$ cat config.mk
export PLATFORM = sky130hd
export DESIGN_NAME = mux4_rr_arbiter
export DESIGN_NICKNAME = d
export VERILOG_FILES = /design/src/rtl/mux4_rr_arbiter_pkg.sv /design/src/rtl/mux4_rr_arbiter_rr_pick.sv /design/src/rtl/mux4_rr_arbiter.sv
export SDC_FILE = /design/constraint.sdc
export NUM_CORES = 1
export LEC_CHECK = 0
export CORE_ASPECT_RATIO = 1.25
export CORE_MARGIN = 3
export CORE_UTILIZATION = 40
export DETAILED_ROUTE_END_ITERATION = 10
export PLACE_DENSITY = 0.67
export SETUP_SLACK_MARGIN = 0.15
export SLEW_MARGIN = 20
export SYNTH_ARGS = -nofsm -noshare
export SYNTH_HDL_FRONTEND = slang
export SYNTH_HIERARCHICAL = 1
export SYNTH_SLANG_ARGS = --single-unit
export TNS_END_PERCENT = 30
$ cat constraint.sdc
create_clock -name clk -period 3.25 [get_ports clk]
set_clock_uncertainty 0.1 [all_clocks]
set_input_delay 0.65 -clock clk [delete_from_list [all_inputs] [get_ports clk]]
set_output_delay 0.65 -clock clk [all_outputs]
set_load 0.02 [all_outputs]
$ cat src/rtl/mux4_rr_arbiter_pkg.sv
// Shared constants and helpers for the 4-way round-robin arbiter.
// Holds the state encoding and the common widths.
package mux_arb_pkg;
  localparam int N_REQ  = 4;
  localparam int SEL_W  = 2;
  localparam int HCNT_W = 8;

  typedef enum logic {
    ST_IDLE  = 1'b0,
    ST_GRANT = 1'b1
  } arb_state_e;

  function automatic logic [N_REQ-1:0] onehot(input logic [SEL_W-1:0] idx);
    logic [N_REQ-1:0] v;
    v      = '0;
    v[idx] = 1'b1;
    return v;
  endfunction
endpackage

$ cat src/rtl/mux4_rr_arbiter_rr_pick.sv
// Combinational round-robin picker: scans ptr+1, ptr+2, ptr+3, ptr (mod 4).
// The first index in that order with its request bit set wins.
module rr_pick
  import mux_arb_pkg::*;
(
  input  logic [N_REQ-1:0] req,
  input  logic [SEL_W-1:0] ptr,
  output logic [SEL_W-1:0] win,
  output logic             found
);
  logic [SEL_W-1:0] idx;

  // Walk from the lowest priority up so the highest-priority hit is written last.
  always_comb begin
    win   = '0;
    found = 1'b0;
    idx   = '0;
    for (int k = N_REQ; k >= 1; k--) begin
      idx = ptr + SEL_W'(k);
      if (req[idx]) begin
        win   = idx;
        found = 1'b1;
      end
    end
  end
endmodule

$ cat src/rtl/mux4_rr_arbiter.sv
// Round-robin arbiter driving the select of a 4:1 mux, with a bounded hold time.
// Grant and select are registered; the data path is a purely combinational mux.
module mux4_rr_arbiter
  import mux_arb_pkg::*;
#(
  parameter int DATA_W   = 1,
  parameter int MAX_HOLD = 8
) (
  input  logic              clk,
  input  logic              rst,
  input  logic [N_REQ-1:0]  req,
  input  logic [DATA_W-1:0] din0,
  input  logic [DATA_W-1:0] din1,
  input  logic [DATA_W-1:0] din2,
  input  logic [DATA_W-1:0] din3,
  output logic [N_REQ-1:0]  gnt,
  output logic [SEL_W-1:0]  sel,
  output logic [DATA_W-1:0] y,
  output logic              busy
);
  localparam logic [HCNT_W-1:0] MAXH = HCNT_W'(MAX_HOLD);

  arb_state_e        state_q, state_d;
  logic [N_REQ-1:0]  gnt_q, gnt_d;
  logic [SEL_W-1:0]  sel_q, sel_d;
  logic [SEL_W-1:0]  ptr_q, ptr_d;
  logic [HCNT_W-1:0] hcnt_q, hcnt_d;
  logic              busy_q, busy_d;

  logic              holder_req, others_req, rearb;
  logic [SEL_W-1:0]  pick_ptr, win;
  logic              found;

  assign holder_req = req[sel_q];
  assign others_req = |(req & ~onehot(sel_q));
  // Release or preemption re-arbitrates from the current holder's index.
  assign rearb      = (state_q == ST_GRANT) &&
                      (!holder_req || (hcnt_q == MAXH && others_req));
  assign pick_ptr   = rearb ? sel_q : ptr_q;

  rr_pick u_pick (
    .req   (req),
    .ptr   (pick_ptr),
    .win   (win),
    .found (found)
  );

  always_comb begin
    state_d = state_q;
    gnt_d   = gnt_q;
    sel_d   = sel_q;
    ptr_d   = ptr_q;
    hcnt_d  = hcnt_q;
    busy_d  = busy_q;
    if (state_q == ST_IDLE || rearb) begin
      if (rearb) ptr_d = sel_q;
      if (found) begin
        state_d = ST_GRANT;
        gnt_d   = onehot(win);
        sel_d   = win;
        busy_d  = 1'b1;
        hcnt_d  = HCNT_W'(1);
      end else begin
        state_d = ST_IDLE;
        gnt_d   = '0;
        busy_d  = 1'b0;
        hcnt_d  = '0;
      end
    end else if (hcnt_q != MAXH) begin
      hcnt_d = hcnt_q + HCNT_W'(1);
    end
  end

  always_ff @(posedge clk or posedge rst) begin
    if (rst) begin
      state_q <= ST_IDLE;
      gnt_q   <= '0;
      sel_q   <= '0;
      ptr_q   <= SEL_W'(N_REQ - 1);
      hcnt_q  <= '0;
      busy_q  <= 1'b0;
    end else begin
      state_q <= state_d;
      gnt_q   <= gnt_d;
      sel_q   <= sel_d;
      ptr_q   <= ptr_d;
      hcnt_q  <= hcnt_d;
      busy_q  <= busy_d;
    end
  end

  always_comb begin
    y = '0;
    if (busy_q) begin
      unique case (sel_q)
        2'd0: y = din0;
        2'd1: y = din1;
        2'd2: y = din2;
        default: y = din3;
      endcase
    end
  end

  assign gnt  = gnt_q;
  assign sel  = sel_q;
  assign busy = busy_q;
endmodule

== After elaboration in Yosys (flattened, before gate mapping) ==
Index checks and enable logic that the tools add are counted.
Storage, ports and cells
  bits in registers: 17
  bits of input ports: 10
  output and inout bits: 8
  word-level logic and storage cells: 65
Operators by class
  $add $sub $neg: 4
  order comparisons: 8
  equality and inequality tests: 4
  multiplexer cells: 30
  bitwise operators: 3
  reduce and logical (&&, ||, !) cells: 11
Operator list (number)
  2-bit by 3-bit less-than comparator with 1-bit output, second input constant: 6
  8-bit 2-to-1 mux: 2
  1-bit 2-to-1 mux: 14
  1-bit binary-select mux with 2-bit select: 5
  2-bit 2-to-1 mux: 5
  8-bit by 1-bit adder with 8-bit output, second input constant: 1
  8-bit by 4-bit equality test with 1-bit output, second input constant: 1
  8-bit by 4-bit != test with 1-bit output, second input constant: 1
  2-bit adder, second input constant: 2
  4-bit AND: 1
  1-bit demux with 2-bit select: 2
  2-bit by 1-bit >= comparator with 1-bit output, second input constant: 2
  1-bit logical AND: 4
  4-bit 2-to-1 mux: 1
  4-bit NOT: 1
  4-bit OR reduction: 1
  1-bit one-hot mux with 3 select lines: 1
  2-bit by 1-bit adder with 2-bit output, second input constant: 1
  2-bit by 1-bit equality test with 1-bit output, second input constant: 1
  2-bit equality test, second input constant: 1
  2-bit zero test: 1
  1-bit logical OR: 2
  2-bit AND reduction: 1
  2-bit nonzero test: 1
  2 further kinds: 2

== Longest topological paths before layout ==
  depth after elaboration: 22
  gate-level depth with buffers: 12
  gate-level depth less buffers: 12

== By module ==
The synthesis kept the hierarchy.
By module, submodules not included
  mux4_rr_arbiter: times used 1, cells each 100, area each 1052.3 µm², seq. area each 427.9 µm²
  rr_pick: times used 1, cells each 14, area each 91.3 µm², seq. area each 0.0 µm²

== Worst setup path before layout ==
No wires, ideal clock.
  path type: input -> register
  start: input port req[1]
  end: register gnt_q[3], in the netlist gnt[3]
  library setup time: 0.125 ns
  arrival: 2.478 ns
  required time: 3.025 ns
  path slack: 0.547 ns
  stages on the path: 9
  path through: or3_4 -> o211ai_4 -> or3_1 -> nand3_1 -> nand2b_1 -> a21oi_2 -> o221ai_2 -> and3_1 -> mux2_4
On the way
  longest elaborated chain between the ends: 17
  elaborated cells between the ends (all ways): 35
  classes of those cells: add/sub (3); order compare (2); mux (22); bitwise (1); reduce/logical (7)
Ends and longest elaborated chain
  start: declaration: RTL line mux4_rr_arbiter.sv:11  | input logic [N_REQ-1:0] req,
  1-bit binary-select mux with 2-bit select or 4-bit AND (tied branches): RTL line mux4_rr_arbiter.sv:34, mux4_rr_arbiter.sv:35
  1-bit 2-to-1 mux (implied by the code) or 4-bit OR reduction (tied branches): RTL line mux4_rr_arbiter.sv:34, mux4_rr_arbiter.sv:35
  1-bit zero test or 1-bit logical AND (tied branches): RTL line mux4_rr_arbiter.sv:38  | (!holder_req || (hcnt_q == MAXH && others_req));
  1-bit logical OR *: RTL line mux4_rr_arbiter.sv:38
  1-bit logical AND *: RTL line mux4_rr_arbiter.sv:37  | assign rearb = (state_q == ST_GRANT) &&
  2-bit 2-to-1 mux *
  named net pick_ptr[1]: RTL line mux4_rr_arbiter.sv:31  | logic [SEL_W-1:0] pick_ptr, win;
  2-bit adder or 1-bit binary-select mux with 2-bit select (tied branches): RTL line mux4_rr_arbiter_rr_pick.sv:19, mux4_rr_arbiter_rr_pick.sv:20
  [2 not listed]
  2-bit 2-to-1 mux (2 in a row): RTL line mux4_rr_arbiter_rr_pick.sv:20  | if (req[idx]) begin
  2-bit 2-to-1 mux *: RTL line mux4_rr_arbiter_rr_pick.sv:20
  named net win[0]: RTL line mux4_rr_arbiter.sv:31
  2-bit by 3-bit less-than comparator with 1-bit output (implied by the code) or 2-bit by 1-bit >= comparator with 1-bit output (tied branches): RTL line mux4_rr_arbiter_pkg.sv:16  | v[idx] = 1'b1;
  1-bit logical AND (implied by the code): RTL line mux4_rr_arbiter_pkg.sv:16
  1-bit 2-to-1 mux (implied by the code): RTL line mux4_rr_arbiter_pkg.sv:16
  1-bit demux with 2-bit select *: RTL line mux4_rr_arbiter_pkg.sv:16
  4-bit 2-to-1 mux *: RTL line mux4_rr_arbiter.sv:57  | if (found) begin
  end signal: assignment: RTL line mux4_rr_arbiter.sv:84  | gnt_q <= gnt_d;
  end: declaration: RTL line mux4_rr_arbiter.sv:24  | logic [N_REQ-1:0] gnt_q, gnt_d;
The timed path passes the listed nets; every way through them passes the cells marked *. The select of a mux whose other input is x is not followed.
A chain may end at the register's enable or synchronous reset.

== Worst setup path after layout ==
  start: input port din1
  end: output port y
On the way
  longest elaborated chain between the ends: 2
Ends and longest elaborated chain
  start: declaration: RTL line mux4_rr_arbiter.sv:13  | input logic [DATA_W-1:0] din1,
  1-bit one-hot mux with 3 select lines: RTL line mux4_rr_arbiter.sv:95  | unique case (sel_q)
  1-bit 2-to-1 mux: RTL line mux4_rr_arbiter.sv:94  | if (busy_q) begin
  end: declaration: RTL line mux4_rr_arbiter.sv:18  | output logic [DATA_W-1:0] y,
Every way passes these cells.

==> summary.md <==
| Metric | Value |
|---|---|
| Status | `finished, final reports clean` |
| Yosys cell types | `37` |
| Grt ovf | `0` |
| Worst skew pair latency | `0.28 ns` |
| Switching Share | `40.7%` |
| Residual DRC | `0` |
| Least-Margin Pin Slew | `0.642 ns` |
| TNS Setup | `0 ns` |
| Antenna-violating nets left | `0` |
| Routed vias | `902` |
| Worst Setup Start Kind | `primary input` |
| Largest net degree at the start of global routing | `18` |
| Worst R2R End | `gnt[1]$_DFFE_PP0P_` |
| Fin crit period | `2.98 ns` |
| Hold path start | `gnt[2]$_DFFE_PP0P_` |
| Vias in the first global route | `1008` |
| Worst setup margin | `0.275 ns` |
| Hold Fails Final Rpt | `0` |
| Design area | `1420 um^2` |
| CP endpoint kind | `output port` |
| Synth Flop Type | `dfrtp_1` |
| P_leak | `0.623 nW` |
| I/O Buffers | `17` |
| I/O pins | `18` |
| P&R area growth vs syn | `24.5%` |
| Syn Std Cell Area | `1140 um^2` |
| Combinational group share of total power | `56.5%` |
| Routed vias/inst | `5.18` |
| Clock sink count | `17` |
| Final #Nets | `153` |
| Die area | `3540 um^2` |
| Most common cell after layout, fill and taps aside | `clkdlybuf4s50_1` |
| Worst Path Max Fanout | `1` |
| Fmax | `336 MHz` |
| H-tree depth | `1` |
| Clk pin slew, worst setup/hold paths | `0.10 ns` |
| Count of final setup violators | `0` |
| Relative slew margins | `57.1%` |
| Post-CTS Setup Repair Bufs | `0` |
| WS Path Type | `primary input to output port` |
| R2R depth | `10` |
| Starting DRC count in detailed routing | `10` |
| Clock root cell | `clkbuf_4` |
| Worst hold path type | `flop to flop` |
| Placed Area | `1390 um^2` |
| R2R Path Start | `sel[0]$_DFFE_PP0P_` |
| CTS tree | `done` |
| Initial antenna violation count | `0` |
| CP required | `2.50 ns` |
| First-pass GRT wire length | `4330 um` |
| Share of layout cells above drive strength 1 | `22.1%` |
| DR WL/cell | `13.7 um` |
| Worst hold path stage count | `1` |
| End point of the worst hold path | `gnt[2]$_DFFE_PP0P_` |
| R2R setup slack | `0.59 ns` |
| Syn Area/Cell | `10.0 um^2` |
| Pint | `0.641 mW` |
| Number of CTS-inserted buffers | `3` |
| Post-synthesis net count | `126` |
| Clock power share | `10.1%` |
| Clock buffer depth | `2` |
| Total GRT Usage | `16.1%` |
| Std-Cell Rows | `21` |
| Die extent in x | `53.8 um` |
| Psw | `0.440 mW` |
| DRT Pass-1 Iters | `4` |
| Pins Over Slew Limit | `0` |
| Initial Utilization | `42.3%` |
| Ys async rst share | `100%` |
| RSZ-0062 raised after global routing | `no` |
| # diodes | `0` |
| Hpwl dp | `1900 um` |
| Seq cells post-synth | `17` |
| Seq/Total Area, Yosys | `37.4%` |
| Fill count | `239` |
| CP arrival | `2.23 ns` |
| Number of max-cap violations | `0` |
| RD Place Congestion | `0.844` |
| VDD IR max | `0.397 mV` |
| Sequential Power Share | `33.4%` |
| Synth Instances | `114` |
| Die height | `65.8 um` |
| DRT Wirelength | `2390 um` |
| Cell area power density | `759 nW/um^2` |
| Synthesis warning total | `6` |
| Minimum hold slack | `0.415 ns` |
| Core area | `2710 um^2` |
| Period utilisation layout | `91.5%` |
| Worst Setup Slack post-DPL | `-0.0236 ns` |
| Commonest non-fill, non-tap cells in the layout | `clkdlybuf4s50_1, dfrtp_1, nor2_1` |
| EDFF count, synth | `0` |
==> logic make-up after synthesis <==
| kind of cell | share of synthesized area [%] |
|---|---|
| adders and majority gates | 2.19 |
| muxes | 11.7 |
| AOI/OAI and AO/OA | 15.8 |
| and+or+nand+nor | 23.9 |
| DFF | 37.4 |
| buffers and inverters | 4.49 |
| xor gates and xnor gates | 4.60 |
==> registers in the layout, summed over array words and instances, names as in the netlist <==
name and cells:
hcnt_q 8, gnt 4, ptr_q 2, sel 2, busy 1
==> critical path, stage by stage <==
cell and delay (ns):
clkdlybuf4s50_1 0.39, mux4_1 0.48, and2_1 0.17, clkdlybuf4s50_1 0.53
==> worst max-delay path by stage <==
| stage | endpoint | slack, ns | start | cells past startpoint |
|---|---|---|---|---|
| CTS | y | 0.26 | din1 | 4 |
| finish | y | 0.27 | din1 | 4 |
| floorplan | gnt[3]$_DFFE_PP0P_ | 0.55 | req[1] | 9 |
| detailed placement | gnt[3]$_DFFE_PP0P_ | -0.02 | req[1] | 10 |
| global placement | gnt[1]$_DFFE_PP0P_ | 0.1 | req[0] | 11 |
| global route | y | 0.19 | din0 | 4 |
==> per-layer routing <==
| layer | routed length [um] | share of wire [%] | GRT usage, % | vias to the layer above |
|---|---|---|---|---|
| met5 | 0 | 0 | 0 | - |
| met4 | 42 | 1.8 | 5.43 | 0 |
| met3 | 95 | 4.0 | 3.16 | 4 |
| met2 | 1200 | 50 | 26.4 | 20 |
| met1 | 1050 | 44 | 20.7 | 422 |
| li1 | - | - | - | 456 |
==> area by class of cell <==
type / instances / area (um^2) / area share (%)
Tap cell: 34 / 42.5 / 2.99
Clock inverter: 1 / 5.00 / 0.351
Timing Repair Buffer: 26 / 238 / 16.7
Multi-Input combinational cell: 88 / 669 / 47.0
Inverter: 5 / 18.8 / 1.32
Clock buffer: 3 / 22.5 / 1.58
Sequential cell: 17 / 428 / 30.1
==> synth_stat cells (2+ instances only) <==
master      n  area share (%)
o211ai_4    2             3.7
mux2_2      4             3.9
nand3_1     8             3.5
mux2_4      2             2.6
nor2_1     13             4.3
buf_6       2             2.0
or3_1       2             1.1
xor2_1      2             1.5
nand2b_1    8             4.4
inv_1       5             1.6
ha_1        2             2.2
nand2_1    10             3.3
buf_2       2            0.88
nor3_1      2            0.88
dfstp_2     2             4.6
a21oi_1     6             2.6
o211ai_1    4             2.6
o2111ai_1   2             1.5
dfrtp_1    15              33
xnor2_1     4             3.1
==> through the flow <==
step	std cells	power (mW)	util, %
2_1_floorplan	114	0.804	-
3_3_place_gp	170	0.957	51.4
3_5_place_dp	170	0.975	51.4
4_1_cts	174	1.09	52.4
5_1_grt	174	1.18	52.6
6_report	174	1.08	52.6
==> power by group through the flow <==
stage               clock network, mW  logic (mW)  registers [mW]
floorplan                           0       0.438           0.366
global placement                    0       0.594           0.363
detailed placement                  0       0.613           0.363
CTS                             0.115       0.611           0.361
global route                    0.130       0.679           0.371
finish                          0.109       0.610           0.361
==> timing repair <==
action / in CTS / in global routing
endpoints found under the setup margin: 0 / 2
hold buffers: 0 / 0
resized for setup: 0 / 1
Power figures use the tool's default switching activity.
